## config.mk

```make
export PLATFORM = sky130hd
export DESIGN_NAME = mul_issue_ctrl_flat
export DESIGN_NICKNAME = d
export VERILOG_FILES = /design/src/rtl/mul_issue_ctrl_pkg.sv /design/src/rtl/mul_issue_ctrl_if.sv /design/src/rtl/mul_issue_ctrl_tag_pipe.sv /design/src/rtl/mul_issue_ctrl.sv /design/src/flat_wrapper.sv
export SDC_FILE = /design/constraint.sdc
export NUM_CORES = 1
export LEC_CHECK = 0
export CORE_ASPECT_RATIO = 1.25
export CORE_MARGIN = 4
export CORE_UTILIZATION = 44
export CTS_CLUSTER_DIAMETER = 200
export CTS_CLUSTER_SIZE = 30
export DETAILED_ROUTE_END_ITERATION = 12
export PLACE_DENSITY = 0.76
export SYNTH_ARGS = -nofsm -noshare
export SYNTH_HDL_FRONTEND = slang
export SYNTH_HIERARCHICAL = 1
export SYNTH_SLANG_ARGS = --single-unit
```

## constraint.sdc

```tcl
create_clock -name clk -period 1.66 [get_ports clk]
set_input_delay 0.166 -clock clk [delete_from_list [all_inputs] [get_ports clk]]
set_output_delay 0.166 -clock clk [all_outputs]
set_load 0.03 [all_outputs]
```

## src/rtl/mul_issue_ctrl_pkg.sv

```systemverilog
// Shared RV32 definitions for the multiplier issue/writeback sequencer.
// Holds the register-index type, x0 constant, tracking-tag struct and hazard helper.
package mul_issue_ctrl_pkg;

    localparam int unsigned MULT_STAGES_DEFAULT = 2;
    localparam int unsigned REG_IDX_W           = 5;

    typedef logic [REG_IDX_W-1:0] reg_idx_t;

    localparam reg_idx_t X0_IDX = '0;

    typedef struct packed {
        logic     v;
        reg_idx_t rd;
    } tag_t;

    // x0 is hardwired to zero, so a pending write to it never blocks a reader.
    function automatic logic src_hit(tag_t t, reg_idx_t rs, logic use_rs);
        return use_rs && t.v && (t.rd != X0_IDX) && (t.rd == rs);
    endfunction

endpackage

```

## src/rtl/mul_issue_ctrl_if.sv

```systemverilog
// Issue/writeback bundle between decode and the multiplier sequencer.
// Decode side is master; the sequencer is slave. Status counters ride along.
interface mul_issue_ctrl_if
    import mul_issue_ctrl_pkg::*;
#(
    parameter int unsigned MULT_STAGES = MULT_STAGES_DEFAULT,
    parameter int unsigned CNT_W       = 32
);
    localparam int unsigned INFL_W = $clog2(MULT_STAGES + 1);

    logic              issue_valid;
    logic              issue_is_mul;
    reg_idx_t          issue_rd;
    reg_idx_t          issue_rs1;
    reg_idx_t          issue_rs2;
    logic              issue_use_rs1;
    logic              issue_use_rs2;
    logic              hold;
    logic              flush;

    logic              mul_valid;
    logic              issue_stall;
    logic              wb_valid;
    reg_idx_t          wb_rd;
    logic              busy;
    logic [INFL_W-1:0] inflight_cnt;
    logic [CNT_W-1:0]  mul_issued_cnt;
    logic [CNT_W-1:0]  stall_cycle_cnt;

    modport master (
        output issue_valid, issue_is_mul, issue_rd, issue_rs1, issue_rs2,
               issue_use_rs1, issue_use_rs2, hold, flush,
        input  mul_valid, issue_stall, wb_valid, wb_rd, busy, inflight_cnt,
               mul_issued_cnt, stall_cycle_cnt
    );

    modport slave (
        input  issue_valid, issue_is_mul, issue_rd, issue_rs1, issue_rs2,
               issue_use_rs1, issue_use_rs2, hold, flush,
        output mul_valid, issue_stall, wb_valid, wb_rd, busy, inflight_cnt,
               mul_issued_cnt, stall_cycle_cnt
    );

endinterface

```

## src/rtl/mul_issue_ctrl_tag_pipe.sv

```systemverilog
// Shift register of {v, rd} tags mirroring the multiplier stages; index 0 is entry 1.
// One stage per un-held edge; flush clears all but the writeback entry.
module mul_tag_pipe
    import mul_issue_ctrl_pkg::*;
#(
    parameter int unsigned STAGES = MULT_STAGES_DEFAULT
) (
    input  logic              clk,
    input  logic              rst,
    input  logic              hold_i,
    input  logic              flush_i,
    input  tag_t              tag_i,
    output tag_t [STAGES-1:0] tags_o
);

    tag_t [STAGES-1:0] tags_q;
    tag_t [STAGES-1:0] tags_d;

    // The writeback entry takes its predecessor's pre-flush value, so an older
    // result still retires; under hold it simply keeps its own value.
    always_comb begin
        tags_d = tags_q;
        if (!hold_i) begin
            tags_d[0] = tag_i;
            for (int k = 1; k < STAGES; k++) begin
                tags_d[k] = tags_q[k-1];
            end
        end
        if (flush_i) begin
            for (int k = 0; k < STAGES - 1; k++) begin
                tags_d[k] = '0;
            end
        end
    end

    always_ff @(posedge clk or posedge rst) begin
        if (rst) begin
            tags_q <= '0;
        end else begin
            tags_q <= tags_d;
        end
    end

    assign tags_o = tags_q;

endmodule

```

## src/rtl/mul_issue_ctrl.sv

```systemverilog
// Multiplier issue/writeback sequencer: RAW stall, writeback tagging, perf counters.
// wb_valid follows an accepted MUL by MULT_STAGES un-held cycles; issue_stall is combinational.
module mul_issue_ctrl
    import mul_issue_ctrl_pkg::*;
#(
    parameter int unsigned MULT_STAGES = MULT_STAGES_DEFAULT,
    parameter int unsigned CNT_W       = 32
) (
    input  logic                   clk,
    input  logic                   rst,
    mul_issue_ctrl_if.slave        bus
);

    localparam int unsigned INFL_W = $clog2(MULT_STAGES + 1);

    tag_t [MULT_STAGES-1:0] tags;
    tag_t                   tag_in;
    logic                   hazard;
    logic                   stall;
    logic                   accept;
    logic                   mul_accept;
    logic [INFL_W-1:0]      infl;
    logic [CNT_W-1:0]       issued_q;
    logic [CNT_W-1:0]       issued_d;
    logic [CNT_W-1:0]       stalls_q;
    logic [CNT_W-1:0]       stalls_d;

    // The writeback entry is skipped: its value reaches the consumer by forwarding.
    always_comb begin
        hazard = 1'b0;
        for (int k = 0; k < MULT_STAGES - 1; k++) begin
            hazard = hazard
                   | src_hit(tags[k], bus.issue_rs1, bus.issue_use_rs1)
                   | src_hit(tags[k], bus.issue_rs2, bus.issue_use_rs2);
        end
    end

    assign stall      = bus.issue_valid & hazard;
    assign accept     = bus.issue_valid & ~stall & ~bus.hold & ~bus.flush;
    assign mul_accept = accept & bus.issue_is_mul;
    assign tag_in     = '{v: mul_accept, rd: bus.issue_rd};

    mul_tag_pipe #(
        .STAGES (MULT_STAGES)
    ) u_tag_pipe (
        .clk     (clk),
        .rst     (rst),
        .hold_i  (bus.hold),
        .flush_i (bus.flush),
        .tag_i   (tag_in),
        .tags_o  (tags)
    );

    always_comb begin
        infl = '0;
        for (int k = 0; k < MULT_STAGES; k++) begin
            infl = infl + INFL_W'(tags[k].v);
        end
    end

    always_comb begin
        issued_d = issued_q;
        stalls_d = stalls_q;
        if (!bus.hold) begin
            if (mul_accept) issued_d = issued_q + CNT_W'(1);
            if (stall)      stalls_d = stalls_q + CNT_W'(1);
        end
    end

    always_ff @(posedge clk or posedge rst) begin
        if (rst) begin
            issued_q <= '0;
            stalls_q <= '0;
        end else begin
            issued_q <= issued_d;
            stalls_q <= stalls_d;
        end
    end

    assign bus.mul_valid       = mul_accept;
    assign bus.issue_stall     = stall;
    assign bus.wb_valid        = tags[MULT_STAGES-1].v & (tags[MULT_STAGES-1].rd != X0_IDX);
    assign bus.wb_rd           = tags[MULT_STAGES-1].rd;
    assign bus.busy            = (infl != '0);
    assign bus.inflight_cnt    = infl;
    assign bus.mul_issued_cnt  = issued_q;
    assign bus.stall_cycle_cnt = stalls_q;

endmodule

```

## src/flat_wrapper.sv

```systemverilog
// flat-port wrapper written by rule: the top's interface ports become plain ports
module mul_issue_ctrl_flat import mul_issue_ctrl_pkg::*;
#(
    parameter int unsigned MULT_STAGES = MULT_STAGES_DEFAULT,
    parameter int unsigned CNT_W       = 32
)
  (clk, rst, bus_issue_valid, bus_issue_is_mul, bus_issue_rd, bus_issue_rs1, bus_issue_rs2, bus_issue_use_rs1, bus_issue_use_rs2, bus_hold, bus_flush, bus_mul_valid, bus_issue_stall, bus_wb_valid, bus_wb_rd, bus_busy, bus_inflight_cnt, bus_mul_issued_cnt, bus_stall_cycle_cnt);
  mul_issue_ctrl_if #(.MULT_STAGES(MULT_STAGES), .CNT_W(CNT_W)) bus_i ();
  input  logic clk;
  input  logic rst;
  input wire logic [$bits(bus_i.issue_valid)-1:0] bus_issue_valid;
  input wire logic [$bits(bus_i.issue_is_mul)-1:0] bus_issue_is_mul;
  input wire logic [$bits(bus_i.issue_rd)-1:0] bus_issue_rd;
  input wire logic [$bits(bus_i.issue_rs1)-1:0] bus_issue_rs1;
  input wire logic [$bits(bus_i.issue_rs2)-1:0] bus_issue_rs2;
  input wire logic [$bits(bus_i.issue_use_rs1)-1:0] bus_issue_use_rs1;
  input wire logic [$bits(bus_i.issue_use_rs2)-1:0] bus_issue_use_rs2;
  input wire logic [$bits(bus_i.hold)-1:0] bus_hold;
  input wire logic [$bits(bus_i.flush)-1:0] bus_flush;
  output wire logic [$bits(bus_i.mul_valid)-1:0] bus_mul_valid;
  output wire logic [$bits(bus_i.issue_stall)-1:0] bus_issue_stall;
  output wire logic [$bits(bus_i.wb_valid)-1:0] bus_wb_valid;
  output wire logic [$bits(bus_i.wb_rd)-1:0] bus_wb_rd;
  output wire logic [$bits(bus_i.busy)-1:0] bus_busy;
  output wire logic [$bits(bus_i.inflight_cnt)-1:0] bus_inflight_cnt;
  output wire logic [$bits(bus_i.mul_issued_cnt)-1:0] bus_mul_issued_cnt;
  output wire logic [$bits(bus_i.stall_cycle_cnt)-1:0] bus_stall_cycle_cnt;
  assign bus_i.issue_valid = bus_issue_valid;
  assign bus_i.issue_is_mul = bus_issue_is_mul;
  assign bus_i.issue_rd = bus_issue_rd;
  assign bus_i.issue_rs1 = bus_issue_rs1;
  assign bus_i.issue_rs2 = bus_issue_rs2;
  assign bus_i.issue_use_rs1 = bus_issue_use_rs1;
  assign bus_i.issue_use_rs2 = bus_issue_use_rs2;
  assign bus_i.hold = bus_hold;
  assign bus_i.flush = bus_flush;
  assign bus_mul_valid = bus_i.mul_valid;
  assign bus_issue_stall = bus_i.issue_stall;
  assign bus_wb_valid = bus_i.wb_valid;
  assign bus_wb_rd = bus_i.wb_rd;
  assign bus_busy = bus_i.busy;
  assign bus_inflight_cnt = bus_i.inflight_cnt;
  assign bus_mul_issued_cnt = bus_i.mul_issued_cnt;
  assign bus_stall_cycle_cnt = bus_i.stall_cycle_cnt;
  mul_issue_ctrl #(.MULT_STAGES(MULT_STAGES), .CNT_W(CNT_W)) u_core (.clk(clk), .rst(rst), .bus(bus_i));
endmodule
```

==> results <==
## cells in the mapped netlist, drive strengths merged, types with 7 or more instances
cell type  instances
xor2              39
dfrtp             76
xnor2             33
and3              13
nor4              15
nand3             24
nor3              20
mux2               8
nand2             25
clkbuf             7
inv                8
nand4             20
nor2              16
## registers in the layout (all words and copies together) (netlist names)
signal and cells:
u_core/bus.mul_issued_cnt 32, u_core/bus.stall_cycle_cnt 32, u_core/u_tag_pipe/tags_o 12
## critical path, delay by kind of cell (launching register included)
kind | cells | cell delay [ns]
buffers and inverters | 2 | 0.32
XOR/XNOR | 2 | 0.35
flip-flops | 1 | 0.47
AO/OA/AOI/OAI | 1 | 0.22
AND/OR/NAND/NOR | 3 | 0.53
## final timing paths
check,start,end,slack (ns),cells past startpoint
hold reg to reg,u_core/bus.mul_issued_cnt[31],u_core/bus.mul_issued_cnt[31],0.47,1
hold / removal,rst,u_core/bus.mul_issued_cnt[0],0.16,2
setup reg to reg,u_core/u_tag_pipe/tags_o[1],u_core/bus.stall_cycle_cnt[19],-0.33,8
setup / recovery,u_core/u_tag_pipe/tags_o[1],u_core/bus.stall_cycle_cnt[19],-0.33,8
min in group clk,bus_issue_rd[2],u_core/u_tag_pipe/tags_o[2],0.42,3
max in group asynchronous,rst,u_core/bus.mul_issued_cnt[26],0.97,3
## report_power, final
part	total [mW]	internal, mW	switching (mW)
sequential	1.99	1.92	0.0705
clock	1.65	0.965	0.682
combinational	0.612	0.279	0.333
## metal layers
layer / part of all wire (%) / wire length, um / up-vias
met1: 38 / 4277 / 1688
met2: 55 / 6215 / 97
met5: 0 / 0 / -
met3: 4.4 / 497 / 22
li1: - / - / 1551
met4: 2.6 / 299 / 0
## cell usage in the layout, fill, tap and decap left out, drive strengths merged, types with 15 or more instances in the layout
cell type,synthesis,routed
xor2,39,39
nor2,16,16
nor4,15,15
nand4,20,20
clkdlybuf4s50,0,47
nor3,20,20
buf,5,92
dfrtp,76,76
xnor2,33,33
dlygate4sd2,0,39
nand3,24,24
nand2,25,25
## logic make-up (layout without fill, tap and decap cells)
family,after synthesis,after routing
and+or+nand+nor,146,146
muxes,14,14
AOI/OAI and AO/OA,3,3
adders and majority gates,4,4
buffers and inverters,20,212
xor gates and xnor gates,72,72
DFF,76,76
## timing repair
item	in CTS	in global routing
setup buffers	9	9
gates resized for setup	85	81
gates cloned	0	1
endpoints found under the hold margin	0	0
pin swaps	24	50
endpoints found under the setup margin	104	75
## final cells by class
class / count / area, um2
flip-flops and latches: 76 / 1936
well taps: 97 / 121.4
clock inverters: 4 / 70.07
clock buffers: 12 / 165.2
fillers: 511 / 1803
multi-input cells: 239 / 2360
repair buffers: 188 / 1752
inverters: 8 / 33.78
## stage by stage
stage	hold WS (ns)	util, %
4_1_cts	0.1656	72.91
5_1_grt	0.2050	78.12
3_3_place_gp	0.4581	66.76
2_1_floorplan	0.03070	-
6_report	0.1551	78.12
3_5_place_dp	0.4645	66.76
==> results by group <==
Placed design
  – Cells after DPL: 591
  – DP Area: 5502 um2
  – DP Worst Slack: -0.4280 ns
  – Final RePlAce weighted congestion: 0.7931
  – Post-DP HPWL: 7322 um
  – PortBufs: 97

STA
  – Min Tclk post-route: 1.992 ns
  – RSZ-0062 raised after global routing: yes
  – Final setup TNS: -14.99 ns
  – Final worst slack: -0.3320 ns
  – Achievable Freq: 502.0 MHz
  – Worst Clk Skew: 0.01815 ns
  – Setup-failing EPs final: 67
  – Final Max Slew Viols: 0
  – Final period utilization: 120.0%
  – Slew HR: 69.16%
  – Worst-Margin Slew: 0.4621 ns
  – Final Hold Fails: 0

Synthesis
  – Synth Register Bits: 76
  – Syn_area_per_cell: 11.07 um2
  – Synth Area in XOR/XNOR: 17.00%
  – Register area share after synthesis: 51.28%
  – Post-Synth Adder-Cell Area: 1.350%
  – Top-area cell type share of the netlist area: 51.28%
  – Syn Inst Count: 335
  – Largest family of logic cells by synthesized area: simple AND/OR/NAND/NOR gates
  – Multiplexer share of the synthesized area: 4.453%
  – Synthesized Nets: 362
  – Synth Cell Area: 3709 um2
  – Asr flop ratio synth: 100.0%
  – Area leader, netlist: dfrtp_1
  – Post-synth cell types: 34
  – Top_reg_cell synth: dfrtp_1
  – Number of synthesized flops with an enable pin: 0
  – Compound-Gate Fraction of Synth Area: 0.4386%
  – Synth top area cells: dfrtp_1, xor2_1, xnor2_1, nand4_1, nand3_1
  – Post-Synth Simple-Gate Area: 22.67%
  – Synth Warn #: 6

Pwr
  – Peak VDD IR: 430.6 uV
  – Leakage: 3.380 nW
  – Total power: 4.245 mW
  – PwrDens: 659.5 nW/um2

Cells and area
  – Final #Nets: 549
  – Share of layout cells above drive strength 1: 43.45%
  – Design area: 6437 um2
  – P&R area growth vs syn: 73.58%
  – Antenna cells: 0
  – Post-layout instance count excluding filler cells: 624

Die
  – Core Area: 8240 um2
  – Initial Utilization: 45.00%
  – Die H: 110.6 um
  – IO Count: 98
  – Full die area: 9971 um2
  – Die width: 90.12 um
  – Row count: 37

Setup path
  – CP Class: reg -> reg
  – Worst-path cell chain: xnor2_1 > nand2_1 > o22ai_2 > buf_4 > and2_4 > buf_6 > and4_1 > xor2_1
  – Worst path max stage delay: 0.47 ns
  – Required time of the critical path: 1.93 ns
  – Crit-path max FO: 6
  – Startpoint type of the worst setup path: flip-flop
  – Crit-path slowest cell: dfrtp_2
  – Crit. End Element: flip-flop
  – Crit path DAT: 2.26 ns

Clocking
  – CTS tree: yes
  – Total CTS buffers: 9
  – CTS sink cnt: 76
  – Maximum buffer depth of the clock tree: 2
  – Hold Buf Count CTS: 0
  – H-tree depth: 3
  – Clock transition at path regs: 0.09 ns
  – Latest clock arrival within the worst-skew pair: 0.36 ns
  – Root buf cell: clkbuf_8

Worst hold path
  – Worst hold path class: in -> async

Global route
  – Vias in the first global route: 3511
  – Gr usage total: 21.25%
  – GRT met2 Usage: 39.13%
  – GRT overflow: 0
  – First-pass GRT wire length: 17190 um
  – Grt met3 use: 4.292%
  – Initial antenna violation count: 0
  – Largest net degree at the start of global routing: 36
  – Met1 usage: 24.11%
  – GRT busiest layer: met2

Detailed routing
  – DR vias/cell: 5.381
  – DR iter-0 viols: 137
  – Detail-routed net length per standard cell: 18.09 um
  – Final wirelength: 11290 um
  – Vias: 3358
  – Router iterations before antenna repair: 4
  – DRC viols: 0
  – Post-route ant nets: 0

Status
  – Failing checks: setup timing
  – Status: complete, but fails checks

Job
  – Maxcap violations: 0
Note: power is estimated with default switching activity, not from simulation.
